===== src/rtl/hazard3_ahbl_arb_pkg.sv =====
// hazard3_ahbl_arb_pkg: shared owner encoding, transfer types and address-phase control layout
package hazard3_ahbl_arb_pkg;

   typedef enum logic [1:0] {
      OWN_NONE = 2'd0,
      OWN_I    = 2'd1,
      OWN_D    = 2'd2
   } owner_t;

   localparam logic [1:0] HTRANS_IDLE   = 2'b00;
   localparam logic [1:0] HTRANS_NONSEQ = 2'b10;
   localparam logic [1:0] HTRANS_SEQ    = 2'b11;

   typedef struct packed {
      logic [1:0] htrans;
      logic       hwrite;
      logic [2:0] hsize;
      logic [2:0] hburst;
      logic [3:0] hprot;
      logic       hmastlock;
      logic       hexcl;
   } ctrl_t;

   localparam int W_CTRL = $bits(ctrl_t);

endpackage


===== src/rtl/hazard3_ahbl_arbiter_2port_if.sv =====
// hazard3_ahbl_arbiter_2port_if: AHB-Lite request/response bundle with master and slave views
interface hazard3_ahbl_arbiter_2port_if #(
   parameter int W_ADDR = 32,
   parameter int W_DATA = 32
);
   logic [W_ADDR-1:0] haddr;
   logic [1:0]        htrans;
   logic              hwrite;
   logic              hexcl;
   logic              hmastlock;
   logic [2:0]        hsize;
   logic [2:0]        hburst;
   logic [3:0]        hprot;
   logic [W_DATA-1:0] hwdata;
   logic              hready;
   logic              hresp;
   logic              hexokay;
   logic [W_DATA-1:0] hrdata;

   modport master (
      output haddr, htrans, hwrite, hexcl, hmastlock, hsize, hburst, hprot, hwdata,
      input  hready, hresp, hexokay, hrdata
   );

   modport slave (
      input  haddr, htrans, hwrite, hexcl, hmastlock, hsize, hburst, hprot, hwdata,
      output hready, hresp, hexokay, hrdata
   );
endinterface


===== src/rtl/hazard3_ahbl_req_buf.sv =====
// hazard3_ahbl_req_buf: single-entry address-phase holding register with load/clear
module hazard3_ahbl_req_buf
   import hazard3_ahbl_arb_pkg::*;
#(
   parameter int W_ADDR = 32
) (
   input  logic              clk,
   input  logic              rst_n,
   input  logic              load,
   input  logic              clr,
   input  logic [W_ADDR-1:0] addr_d,
   input  ctrl_t             ctrl_d,
   output logic              vld,
   output logic [W_ADDR-1:0] addr_q,
   output ctrl_t             ctrl_q
);
   always_ff @(posedge clk or negedge rst_n) begin
      if (!rst_n) begin
         vld    <= 1'b0;
         addr_q <= '0;
         ctrl_q <= '0;
      end else if (load) begin
         vld    <= 1'b1;
         addr_q <= addr_d;
         ctrl_q <= ctrl_d;
      end else if (clr) begin
         vld    <= 1'b0;
      end
   end
endmodule


===== src/rtl/hazard3_ahbl_arbiter_2port.sv =====
// hazard3_ahbl_arbiter_2port: fixed-priority 2:1 AHB-Lite arbiter with hmastlock and
// one buffered address phase per master so no accepted request is ever dropped.
module hazard3_ahbl_arbiter_2port
   import hazard3_ahbl_arb_pkg::*;
#(
   parameter int W_ADDR     = 32,
   parameter int W_DATA     = 32,
   parameter int PRIORITY_D = 1
) (
   input logic                          clk,
   input logic                          rst_n,
   hazard3_ahbl_arbiter_2port_if.slave  i,
   hazard3_ahbl_arbiter_2port_if.slave  d,
   hazard3_ahbl_arbiter_2port_if.master s
);
   owner_t            dph_owner, lock_owner, gnt;
   ctrl_t             live_ctrl_i, live_ctrl_d, buf_ctrl_i, buf_ctrl_d;
   ctrl_t             eff_ctrl_i, eff_ctrl_d, sel_ctrl;
   logic [W_ADDR-1:0] buf_addr_i, buf_addr_d, eff_addr_i, eff_addr_d;
   logic              buf_vld_i, buf_vld_d, hready_i, hready_d;
   logic              live_i, live_d, want_i, want_d;

   assign live_ctrl_i = '{i.htrans, i.hwrite, i.hsize, i.hburst, i.hprot, i.hmastlock, i.hexcl};
   assign live_ctrl_d = '{d.htrans, d.hwrite, d.hsize, d.hburst, d.hprot, d.hmastlock, d.hexcl};

   assign hready_i = dph_owner == OWN_I ? s.hready : !buf_vld_i;
   assign hready_d = dph_owner == OWN_D ? s.hready : !buf_vld_d;
   assign i.hready = hready_i;
   assign d.hready = hready_d;

   assign live_i = hready_i && i.htrans[1];
   assign live_d = hready_d && d.htrans[1];

   assign eff_addr_i = buf_vld_i ? buf_addr_i : i.haddr;
   assign eff_addr_d = buf_vld_d ? buf_addr_d : d.haddr;
   assign eff_ctrl_i = buf_vld_i ? buf_ctrl_i : live_ctrl_i;
   assign eff_ctrl_d = buf_vld_d ? buf_ctrl_d : live_ctrl_d;

   // A held lock excludes the other master entirely, even if the owner goes idle this cycle.
   assign want_i = (buf_vld_i || live_i) && lock_owner != OWN_D;
   assign want_d = (buf_vld_d || live_d) && lock_owner != OWN_I;

   assign gnt = !s.hready                               ? OWN_NONE :
                want_d && (PRIORITY_D != 0 || !want_i) ? OWN_D    :
                want_i                                  ? OWN_I    : OWN_NONE;

   assign s.haddr  = gnt == OWN_D ? eff_addr_d : gnt == OWN_I ? eff_addr_i : '0;
   assign sel_ctrl = gnt == OWN_D ? eff_ctrl_d : gnt == OWN_I ? eff_ctrl_i : '0;
   assign {s.htrans, s.hwrite, s.hsize, s.hburst, s.hprot, s.hmastlock, s.hexcl} = sel_ctrl;

   assign s.hwdata = dph_owner == OWN_I ? i.hwdata : dph_owner == OWN_D ? d.hwdata : {W_DATA{1'b0}};

   assign i.hresp   = dph_owner == OWN_I && s.hresp;
   assign d.hresp   = dph_owner == OWN_D && s.hresp;
   assign i.hexokay = dph_owner == OWN_I && s.hexokay;
   assign d.hexokay = dph_owner == OWN_D && s.hexokay;
   assign i.hrdata  = dph_owner == OWN_I ? s.hrdata : {W_DATA{1'b0}};
   assign d.hrdata  = dph_owner == OWN_D ? s.hrdata : {W_DATA{1'b0}};

   always_ff @(posedge clk or negedge rst_n) begin
      if (!rst_n) begin
         dph_owner  <= OWN_NONE;
         lock_owner <= OWN_NONE;
      end else if (s.hready) begin
         dph_owner  <= gnt;
         lock_owner <= sel_ctrl.hmastlock ? gnt : OWN_NONE;
      end
   end

   hazard3_ahbl_req_buf #(.W_ADDR(W_ADDR)) u_buf_i (
      .clk    (clk),
      .rst_n  (rst_n),
      .load   (live_i && gnt != OWN_I),
      .clr    (gnt == OWN_I),
      .addr_d (i.haddr),
      .ctrl_d (live_ctrl_i),
      .vld    (buf_vld_i),
      .addr_q (buf_addr_i),
      .ctrl_q (buf_ctrl_i)
   );

   hazard3_ahbl_req_buf #(.W_ADDR(W_ADDR)) u_buf_d (
      .clk    (clk),
      .rst_n  (rst_n),
      .load   (live_d && gnt != OWN_D),
      .clr    (gnt == OWN_D),
      .addr_d (d.haddr),
      .ctrl_d (live_ctrl_d),
      .vld    (buf_vld_d),
      .addr_q (buf_addr_d),
      .ctrl_q (buf_ctrl_d)
   );
endmodule


===== src/flat_wrapper.sv =====
// flat-port wrapper written by rule: the top's interface ports become plain ports
module hazard3_ahbl_arbiter_2port_flat import hazard3_ahbl_arb_pkg::*;
#(
   parameter int W_ADDR     = 32,
   parameter int W_DATA     = 32,
   parameter int PRIORITY_D = 1
)
  (clk, rst_n, i_haddr, i_htrans, i_hwrite, i_hexcl, i_hmastlock, i_hsize, i_hburst, i_hprot, i_hwdata, i_hready, i_hresp, i_hexokay, i_hrdata, d_haddr, d_htrans, d_hwrite, d_hexcl, d_hmastlock, d_hsize, d_hburst, d_hprot, d_hwdata, d_hready, d_hresp, d_hexokay, d_hrdata, s_haddr, s_htrans, s_hwrite, s_hexcl, s_hmastlock, s_hsize, s_hburst, s_hprot, s_hwdata, s_hready, s_hresp, s_hexokay, s_hrdata);
  hazard3_ahbl_arbiter_2port_if #(.W_ADDR(W_ADDR), .W_DATA(W_DATA)) i_i ();
  hazard3_ahbl_arbiter_2port_if #(.W_ADDR(W_ADDR), .W_DATA(W_DATA)) d_i ();
  hazard3_ahbl_arbiter_2port_if #(.W_ADDR(W_ADDR), .W_DATA(W_DATA)) s_i ();
  input logic clk;
  input logic rst_n;
  input wire logic [$bits(i_i.haddr)-1:0] i_haddr;
  input wire logic [$bits(i_i.htrans)-1:0] i_htrans;
  input wire logic [$bits(i_i.hwrite)-1:0] i_hwrite;
  input wire logic [$bits(i_i.hexcl)-1:0] i_hexcl;
  input wire logic [$bits(i_i.hmastlock)-1:0] i_hmastlock;
  input wire logic [$bits(i_i.hsize)-1:0] i_hsize;
  input wire logic [$bits(i_i.hburst)-1:0] i_hburst;
  input wire logic [$bits(i_i.hprot)-1:0] i_hprot;
  input wire logic [$bits(i_i.hwdata)-1:0] i_hwdata;
  output wire logic [$bits(i_i.hready)-1:0] i_hready;
  output wire logic [$bits(i_i.hresp)-1:0] i_hresp;
  output wire logic [$bits(i_i.hexokay)-1:0] i_hexokay;
  output wire logic [$bits(i_i.hrdata)-1:0] i_hrdata;
  input wire logic [$bits(d_i.haddr)-1:0] d_haddr;
  input wire logic [$bits(d_i.htrans)-1:0] d_htrans;
  input wire logic [$bits(d_i.hwrite)-1:0] d_hwrite;
  input wire logic [$bits(d_i.hexcl)-1:0] d_hexcl;
  input wire logic [$bits(d_i.hmastlock)-1:0] d_hmastlock;
  input wire logic [$bits(d_i.hsize)-1:0] d_hsize;
  input wire logic [$bits(d_i.hburst)-1:0] d_hburst;
  input wire logic [$bits(d_i.hprot)-1:0] d_hprot;
  input wire logic [$bits(d_i.hwdata)-1:0] d_hwdata;
  output wire logic [$bits(d_i.hready)-1:0] d_hready;
  output wire logic [$bits(d_i.hresp)-1:0] d_hresp;
  output wire logic [$bits(d_i.hexokay)-1:0] d_hexokay;
  output wire logic [$bits(d_i.hrdata)-1:0] d_hrdata;
  output wire logic [$bits(s_i.haddr)-1:0] s_haddr;
  output wire logic [$bits(s_i.htrans)-1:0] s_htrans;
  output wire logic [$bits(s_i.hwrite)-1:0] s_hwrite;
  output wire logic [$bits(s_i.hexcl)-1:0] s_hexcl;
  output wire logic [$bits(s_i.hmastlock)-1:0] s_hmastlock;
  output wire logic [$bits(s_i.hsize)-1:0] s_hsize;
  output wire logic [$bits(s_i.hburst)-1:0] s_hburst;
  output wire logic [$bits(s_i.hprot)-1:0] s_hprot;
  output wire logic [$bits(s_i.hwdata)-1:0] s_hwdata;
  input wire logic [$bits(s_i.hready)-1:0] s_hready;
  input wire logic [$bits(s_i.hresp)-1:0] s_hresp;
  input wire logic [$bits(s_i.hexokay)-1:0] s_hexokay;
  input wire logic [$bits(s_i.hrdata)-1:0] s_hrdata;
  assign i_i.haddr = i_haddr;
  assign i_i.htrans = i_htrans;
  assign i_i.hwrite = i_hwrite;
  assign i_i.hexcl = i_hexcl;
  assign i_i.hmastlock = i_hmastlock;
  assign i_i.hsize = i_hsize;
  assign i_i.hburst = i_hburst;
  assign i_i.hprot = i_hprot;
  assign i_i.hwdata = i_hwdata;
  assign i_hready = i_i.hready;
  assign i_hresp = i_i.hresp;
  assign i_hexokay = i_i.hexokay;
  assign i_hrdata = i_i.hrdata;
  assign d_i.haddr = d_haddr;
  assign d_i.htrans = d_htrans;
  assign d_i.hwrite = d_hwrite;
  assign d_i.hexcl = d_hexcl;
  assign d_i.hmastlock = d_hmastlock;
  assign d_i.hsize = d_hsize;
  assign d_i.hburst = d_hburst;
  assign d_i.hprot = d_hprot;
  assign d_i.hwdata = d_hwdata;
  assign d_hready = d_i.hready;
  assign d_hresp = d_i.hresp;
  assign d_hexokay = d_i.hexokay;
  assign d_hrdata = d_i.hrdata;
  assign s_haddr = s_i.haddr;
  assign s_htrans = s_i.htrans;
  assign s_hwrite = s_i.hwrite;
  assign s_hexcl = s_i.hexcl;
  assign s_hmastlock = s_i.hmastlock;
  assign s_hsize = s_i.hsize;
  assign s_hburst = s_i.hburst;
  assign s_hprot = s_i.hprot;
  assign s_hwdata = s_i.hwdata;
  assign s_i.hready = s_hready;
  assign s_i.hresp = s_hresp;
  assign s_i.hexokay = s_hexokay;
  assign s_i.hrdata = s_hrdata;
  hazard3_ahbl_arbiter_2port #(.W_ADDR(W_ADDR), .W_DATA(W_DATA), .PRIORITY_D(PRIORITY_D)) u_core (.clk(clk), .rst_n(rst_n), .i(i_i), .d(d_i), .s(s_i));
endmodule

===== config.mk =====
export PLATFORM = sky130hd
export DESIGN_NAME = hazard3_ahbl_arbiter_2port_flat
export DESIGN_NICKNAME = d
export VERILOG_FILES = /design/src/rtl/hazard3_ahbl_arb_pkg.sv /design/src/rtl/hazard3_ahbl_arbiter_2port_if.sv /design/src/rtl/hazard3_ahbl_req_buf.sv /design/src/rtl/hazard3_ahbl_arbiter_2port.sv /design/src/flat_wrapper.sv
export SDC_FILE = /design/constraint.sdc
export NUM_CORES = 1
export LEC_CHECK = 0
export CAP_MARGIN = 20
export CORE_AREA = 2 2 133 135
export CTS_CLUSTER_DIAMETER = 200
export DETAILED_ROUTE_END_ITERATION = 7
export DIE_AREA = 0 0 135 137
export PLACE_DENSITY_LB_ADDON = 0.08
export SYNTH_ARGS = -nofsm -noshare
export SYNTH_HDL_FRONTEND = slang
export SYNTH_SLANG_ARGS = --single-unit

===== constraint.sdc =====
create_clock -name clk -period 2.2 [get_ports clk]
set_input_delay 0.44 -clock clk [delete_from_list [all_inputs] [get_ports clk]]
set_output_delay 0.44 -clock clk [all_outputs]
set_load 0.02 [all_outputs]

==> results of run 1 <==
[worst max-delay path, stage by stage (launching register included)]
cell,delay (ps)
dfrtp_2,420
nor2_4,100
maj3_2,220
nand2_4,70
buf_12,140
buf_12,150
o22ai_2,210
buf_6,150
[worst paths after layout]
path / end / startpoint / slack (ps)
hold / removal: u_core.u_buf_d.addr_q[19] / rst_n / 120
min in group clk: u_core.u_buf_d.ctrl_q[14] / u_core.u_buf_d.ctrl_q[14] / 480
max in group asynchronous: u_core.u_buf_i.ctrl_q[6] / rst_n / 1630
setup / recovery: s_haddr[19] / u_core.u_buf_d.vld / -60
hold reg to reg: u_core.u_buf_d.ctrl_q[14] / u_core.u_buf_d.ctrl_q[14] / 480
setup reg to reg: u_core.u_buf_d.addr_q[29] / u_core.dph_owner[0] / 280
[cell type report]
type,count,area [um2],area share (%)
antenna,3,7.507,0.06676
clock buffer,11,242.7,2.159
clock inverter,5,35.03,0.3116
inverter,5,18.77,0.1669
multi-input combinational,449,4066,36.16
sequential,100,2505,22.28
tap,225,281.5,2.504
timing repair buffer,411,4088,36.35
[layer usage]
metal  track usage, %  part of all wire (%)
met1            33.12                    39
met2            51.07                    52
met3            6.667                   5.8
met4            12.85                   3.2
met5                0                 0.048
[synth_stat cells]
| master | instances | area, um2 |
|---|---|---|
| a21boi_0 | 1 | 7.510 |
| a21oi_1 | 47 | 235.2 |
| a22o_1 | 32 | 280.3 |
| a31oi_1 | 1 | 6.260 |
| and2_1 | 68 | 425.4 |
| and2b_4 | 1 | 10.01 |
| buf_1 | 2 | 7.510 |
| buf_2 | 10 | 50.05 |
| buf_4 | 1 | 7.510 |
| buf_6 | 8 | 90.09 |
| clkbuf_1 | 37 | 138.9 |
| dfrtp_1 | 100 | 2502 |
| inv_1 | 4 | 15.01 |
| inv_2 | 1 | 3.750 |
| maj3_1 | 1 | 10.01 |
| mux2_2 | 34 | 382.9 |
| mux2_4 | 58 | 870.8 |
| mux2i_1 | 48 | 480.5 |
| mux2i_2 | 2 | 27.53 |
| nand2_1 | 47 | 176.4 |
| nand2b_1 | 2 | 12.51 |
| nand3_1 | 2 | 10.01 |
| nor2_1 | 48 | 180.2 |
| nor2b_1 | 1 | 6.260 |
| o211ai_1 | 1 | 7.510 |
| o21a_1 | 2 | 15.01 |
| o21ai_0 | 1 | 5.000 |
| o21ai_1 | 1 | 5.000 |
| o22ai_1 | 49 | 306.5 |
| o2bb2ai_1 | 1 | 8.760 |
| or2_2 | 1 | 6.260 |
[where the power goes]
group / internal [mW] / switching, mW / leakage (nW)
clock: 0.802 / 0.745 / 0.136
combinational: 4.31 / 4.06 / 3.75
sequential: 2.75 / 0.576 / 1.17
total: 7.86 / 5.39 / 5.06
[kinds of logic after synthesis]
logic type | Yosys count
flip-flops | 100
adder cells (fa/ha/maj) | 1
AO/OA/AOI/OAI | 136
buffers and inverters | 63
multiplexers | 142
AND/OR/NAND/NOR | 170
[stage by stage]
stage	power (mW)	cells	worst slack [ps]
3_3_place_gp	10.46	1170	-654.7
6_report	13.25	1209	-55.35
4_1_cts	12.84	1205	-50.39
5_1_grt	13.90	1209	-95.53
2_1_floorplan	7.482	612	179.3
3_5_place_dp	10.60	1170	-701.1
[state kept, by name, indices dropped and copies added (netlist names)]
register / cells
u_core.u_buf_d.addr_q: 32
u_core.u_buf_i.addr_q: 32
u_core.u_buf_d.ctrl_q: 15
u_core.u_buf_i.ctrl_q: 15
u_core.dph_owner: 2
u_core.lock_owner: 2
u_core.u_buf_d.vld: 1
u_core.u_buf_i.vld: 1
[timing repair]
action                     in CTS  in global routing
pin swaps                       7                 11
buffers inserted               13                  3
gates cloned                    6                  1
gates resized for setup       580                 95
setup endpoints to repair     141                 78
==> results.txt, run 1 <==
post-synthesis mux area share - 28.00%
fin crit share - 102.5%
ANT nets after route - 0
Mapped Nets - 807
final worst-path setup slack - -55.35 ps
maximum fanout along the worst path - 13
total CTS buffers - 9
Simple-Gate Fraction of Synth Area - 13.15%
Power Density - 1178 mW/mm2
Slew Viols, Final - 0
row cnt - 48
Die Wd - 135 um
Mean Syn Cell Area - 10.28 um2
fillers - 1310
share of cells above drive strength 1 - 37.21%
area grow syn2layout - 78.74%
CP Class - reg -> out
Initial Util - 36.88%
Clock Skews - 10.35 ps
layout net count - 1171
core area - 0.01706 mm2
Final Hold Viols - 0
fin area - 0.01124 mm2
post-layout util - 65.93%
Yosys cell types - 31
Longest Clk Path Bufs - 2
vias in the first global route - 6526
complex-gate fraction of the synthesized area - 13.94%
number of vias per cell - 5.214
DR vias - 6304
Tot GR Track Use - 28.79%
Routed Wire Length - 27250 um
violated checks - negative setup slack
number of synthesis warnings - 0
Worst setup EP type - primary output
Port Buf Inserts - 343
Reg2Reg Depth - 6
clk_lat worst skew - 360 ps
status - finished with violations
CP Data Required Time - 1760 ps
Clock Sinks - 100
Synth Area in XOR/XNOR - 0%
placed cell area - 0.01026 mm2
Die Span Y - 137 um
largest net degree at the start of global routing - 101
adder-cell share of the synthesized area - 0.1591%
most common cell after layout, fill and taps aside - clkdlybuf4s50_1
antenna violations before repair - 4
H-tree levels - 3
WL per Instance - 22.54 um
main combinational cell family by area after synthesis - multiplexers
RSZ-0062 raised after global routing - yes
CTS clk-pin slew, worst paths - 70 ps
total grt overflow - 0
Setup TNS - -689.1 ps
Setup-failing EPs final - 31
first-pass GRT wire length - 39440 um
VDD IR-drop max - 594.2 uV
Critical Path AT - 1820 ps
Fmax - 0.4434 GHz
DR iter-0 viols - 311
gpl congestion - 0.9905
synthesis-stage register bit count - 100
CTS tree - yes
Seq/Total Area, Yosys - 39.78%
relative slew slack - 61.53%
cell area after synthesis - 0.006291 mm2
DRC - 0
drt pass-1 iters - 5
# IOs - 344
Worst Max-Slew Pin Slew - 577.1 ps
Period minus WS final - 2255 ps
cts hold-fix bufs - 0
Root Buffer - clkbuf_16
synthesized instance count - 612
CP startpoint kind - flip-flop
Static Leak - 5.063 nW
max-cap violation count - 0
die footprint - 0.01850 mm2
highest-count cells in the layout ignoring fill and taps - 190 x clkdlybuf4s50_1, 98 x dfrtp_1, 64 x and2_1, 58 x mux2_4, 58 x buf_4
final hold slack - 122.8 ps
HPWL Detailed - 19890 um
min-delay worst type - in -> async
No activity file was read; power rests on OpenSTA's default activity.
==> inputs of run 2 (changes only) <==
--- a/config.mk
+++ b/config.mk
@@ -6,11 +6,13 @@
 export NUM_CORES = 1
 export LEC_CHECK = 0
 export CAP_MARGIN = 20
-export CORE_AREA = 2 2 133 135
+export CORE_AREA = 2 2 135 137
+export CTS_BUF_LIST = sky130_fd_sc_hd__clkbuf_2 sky130_fd_sc_hd__clkbuf_4 sky130_fd_sc_hd__clkbuf_8
 export CTS_CLUSTER_DIAMETER = 200
 export DETAILED_ROUTE_END_ITERATION = 7
-export DIE_AREA = 0 0 135 137
+export DIE_AREA = 0 0 137 139
 export PLACE_DENSITY_LB_ADDON = 0.08
+export REMOVE_ABC_BUFFERS = 1
 export SYNTH_ARGS = -nofsm -noshare
 export SYNTH_HDL_FRONTEND = slang
 export SYNTH_SLANG_ARGS = --single-unit
==> run 2 against run 1 <==
- the flow still finishes with violations (negative setup slack)
- register-to-register slack worse by 230 ps
- global-route usage is 0.77 points lower
- setup slack worse by 140 ps
- combinational power is 16% higher
- clock skew is 7.9 ps higher
- critical path type unchanged
- critical endpoint is now s_haddr[28]
==> results.txt, run 2 (synthesized netlist as in run 1, its figures left out) <==
status - finished with violations
violated checks - negative setup slack
WP buf/inv - 4
total grt overflow - 0
placed cell area - 0.01028 mm2
H-tree levels - 3
Routed Wire Length - 28380 um
Period minus WS final - 2394 ps
hold endpoint - u_core.u_buf_d.ctrl_q[14]
Worst path max stage delay - 440 ps
pre-CTS setup slack - -705.9 ps
Clock power frac - 8.3%
r2r endpoint - u_core.u_buf_i.addr_q[1]
VDD IR-drop max - 649.6 uV
biggest regs - u_core.u_buf_d.addr_q x32, u_core.u_buf_i.addr_q x32
antenna violations before repair - 4
row cnt - 49
layout net count - 1180
Worst setup EP type - primary output
ANT nets after route - 0
number of vias per cell - 5.223
Root Buffer - clkbuf_8
total internal power - 8.388 mW
DRC - 0
sw frac - 41.04%
Critical Path AT - 1950 ps
relative slew slack - 69.79%
DR iter-0 viols - 304
Worst Max-Slew Pin Slew - 453.1 ps
die footprint - 0.01904 mm2
WL per Instance - 23.24 um
CP Class - reg -> out
drt pass-1 iters - 5
area grow syn2layout - 89.76%
Slew Viols, Final - 0
Tot GR Track Use - 28.02%
CTS clk-pin slew, worst paths - 90 ps
Sw Pwr - 5.837 mW
CP Data Required Time - 1760 ps
Longest Clk Path Bufs - 2
max-cap violation count - 0
DR vias - 6377
CTS tree - yes
HPWL Detailed - 18740 um
kind of cell adding the most delay to the critical path - buffers and inverters
total CTS buffers - 9
fin crit share - 108.8%
Reg2Reg Depth - 7
min-delay worst type - reg -> reg
Port Buf Inserts - 343
share of cells above drive strength 1 - 44.85%
Power Density - 1192 mW/mm2
Die Wd - 137 um
logic gate share of total power - 68.2%
highest-count cells in the layout ignoring fill and taps - 191 x clkdlybuf4s50_1, 104 x buf_6, 98 x dfrtp_1, 58 x mux2_4
RR Startpoint - u_core.dph_owner[1]
Die Span Y - 139 um
core area - 0.01766 mm2
Critical Path Most Common Cell - buf_12
Setup-failing EPs final - 54
Seq pwr share - 23.5%
Clock Sinks - 100
flop2flop setup slack - 50 ps
# IOs - 344
Clock Skews - 18.29 ps
CP Cell Sequence - nor2_4, maj3_2, nand2_4, buf_12, buf_12, buf_8, o22ai_4, buf_6
most common cell after layout, fill and taps aside - clkdlybuf4s50_1
Hold Crit Start - u_core.u_buf_d.ctrl_q[14]
gpl congestion - 0.9393
RSZ-0062 raised after global routing - yes
vias in the first global route - 6676
Fmax - 0.4177 GHz
final worst-path setup slack - -193.8 ps
Worst Hold Depth - 1
fillers - 1364
post-layout util - 67.61%
Final Hold Viols - 0
first-pass GRT wire length - 40140 um
clk_lat worst skew - 390 ps
maximum fanout along the worst path - 6
Initial Util - 35.63%
largest net degree at the start of global routing - 56
CP startpoint kind - flip-flop
fin area - 0.01194 mm2
cell at the slowest stage of the critical path - dfrtp_2
Static Leak - 5.260 nW
-- run 2: changes by cell type in the layout (fill, tap and decap cells not counted), moves of 6 or more --
cell,delta
clkbuf_8,+9
buf_2,-12
buf_6,+61
o22ai_2,-18
and2_4,+19
mux2i_2,+7
dlygate4sd2_1,-17
clkdlybuf4s15_1,-24
buf_12,+6
and2_1,-19
buf_4,-13
o22ai_4,+22
-- run 2: routing by layer --
layer / global-route usage (%) / vias to the layer above / share of wire (%)
met2: 45.64 / 244 / 49
li1: - / 2948 / -
met1: 35.44 / 3143 / 41
met5: 0 / - / 0.11
met3: 10.38 / 38 / 8.5
met4: 6.023 / 4 / 1.7
-- run 2: area by class of cell --
cell class | instances | area (um2) | share of cell area, %
Clock inverter | 4 | 33.78 | 0.2830
Timing Repair Buffer | 419 | 4598 | 38.52
Antenna cell | 2 | 5.005 | 0.04192
Multi-Input combinational cell | 450 | 4338 | 36.34
Sequential cell | 100 | 2505 | 20.98
Tap cell | 229 | 286.5 | 2.400
Clock buffer | 12 | 152.6 | 1.279
Inverter | 5 | 18.77 | 0.1572
-- run 2: power groups by stage --
stage / Clock (mW) / Sequential (mW) / Combinational, mW
after floorplan: 0 / 3.34 / 4.04
after global placement: 0 / 3.22 / 7.26
after detailed placement: 0 / 3.28 / 7.37
after CTS: 1.22 / 3.29 / 8.90
after global routing: 1.30 / 3.42 / 10.2
final: 1.18 / 3.35 / 9.70
-- run 2: what timing repair did --
action / in CTS / in global routing
gates cloned: 10 / 10
setup buffers: 19 / 11
pin swaps: 19 / 33
hold buffers: 1 / 0
endpoints found under the hold margin: 14 / 0
setup endpoints to repair: 143 / 144
resized for setup: 762 / 186
-- run 2: stage by stage --
stage / power (mW) / hold WS, ps / cells / TNS (ps)
detailed placement: 10.65 / 420.0 / 1161 / -34880
global route: 14.89 / 522.0 / 1219 / -10500
finish: 14.23 / 476.5 / 1221 / -5260
global placement: 10.48 / 411.5 / 1161 / -29300
floorplan: 7.386 / 144.4 / 554 / -409280
CTS: 13.41 / 488.3 / 1206 / -7086
-- run 2: how the worst max path moves through the flow --
stage | startpoint | endpoint | slack, ps | cells past startpoint
after floorplan | u_core.dph_owner[0] | u_core.u_buf_d.addr_q[0] | -3040 | 4
after global placement | d_htrans[1] | s_hwrite | -620 | 7
after detailed placement | d_htrans[1] | s_haddr[5] | -710 | 7
after CTS | u_core.u_buf_d.vld | s_haddr[20] | -210 | 8
after global routing | u_core.u_buf_d.vld | s_haddr[28] | -280 | 8
final | u_core.u_buf_d.vld | s_haddr[28] | -190 | 8
-- run 2: worst reg2reg max path: cells and delay by family (launching register included) --
kind	cells	cell delay [ps]
multiplexers	2	560
buffers and inverters	3	520
AND/OR/NAND/NOR	2	490
flip-flops	1	450
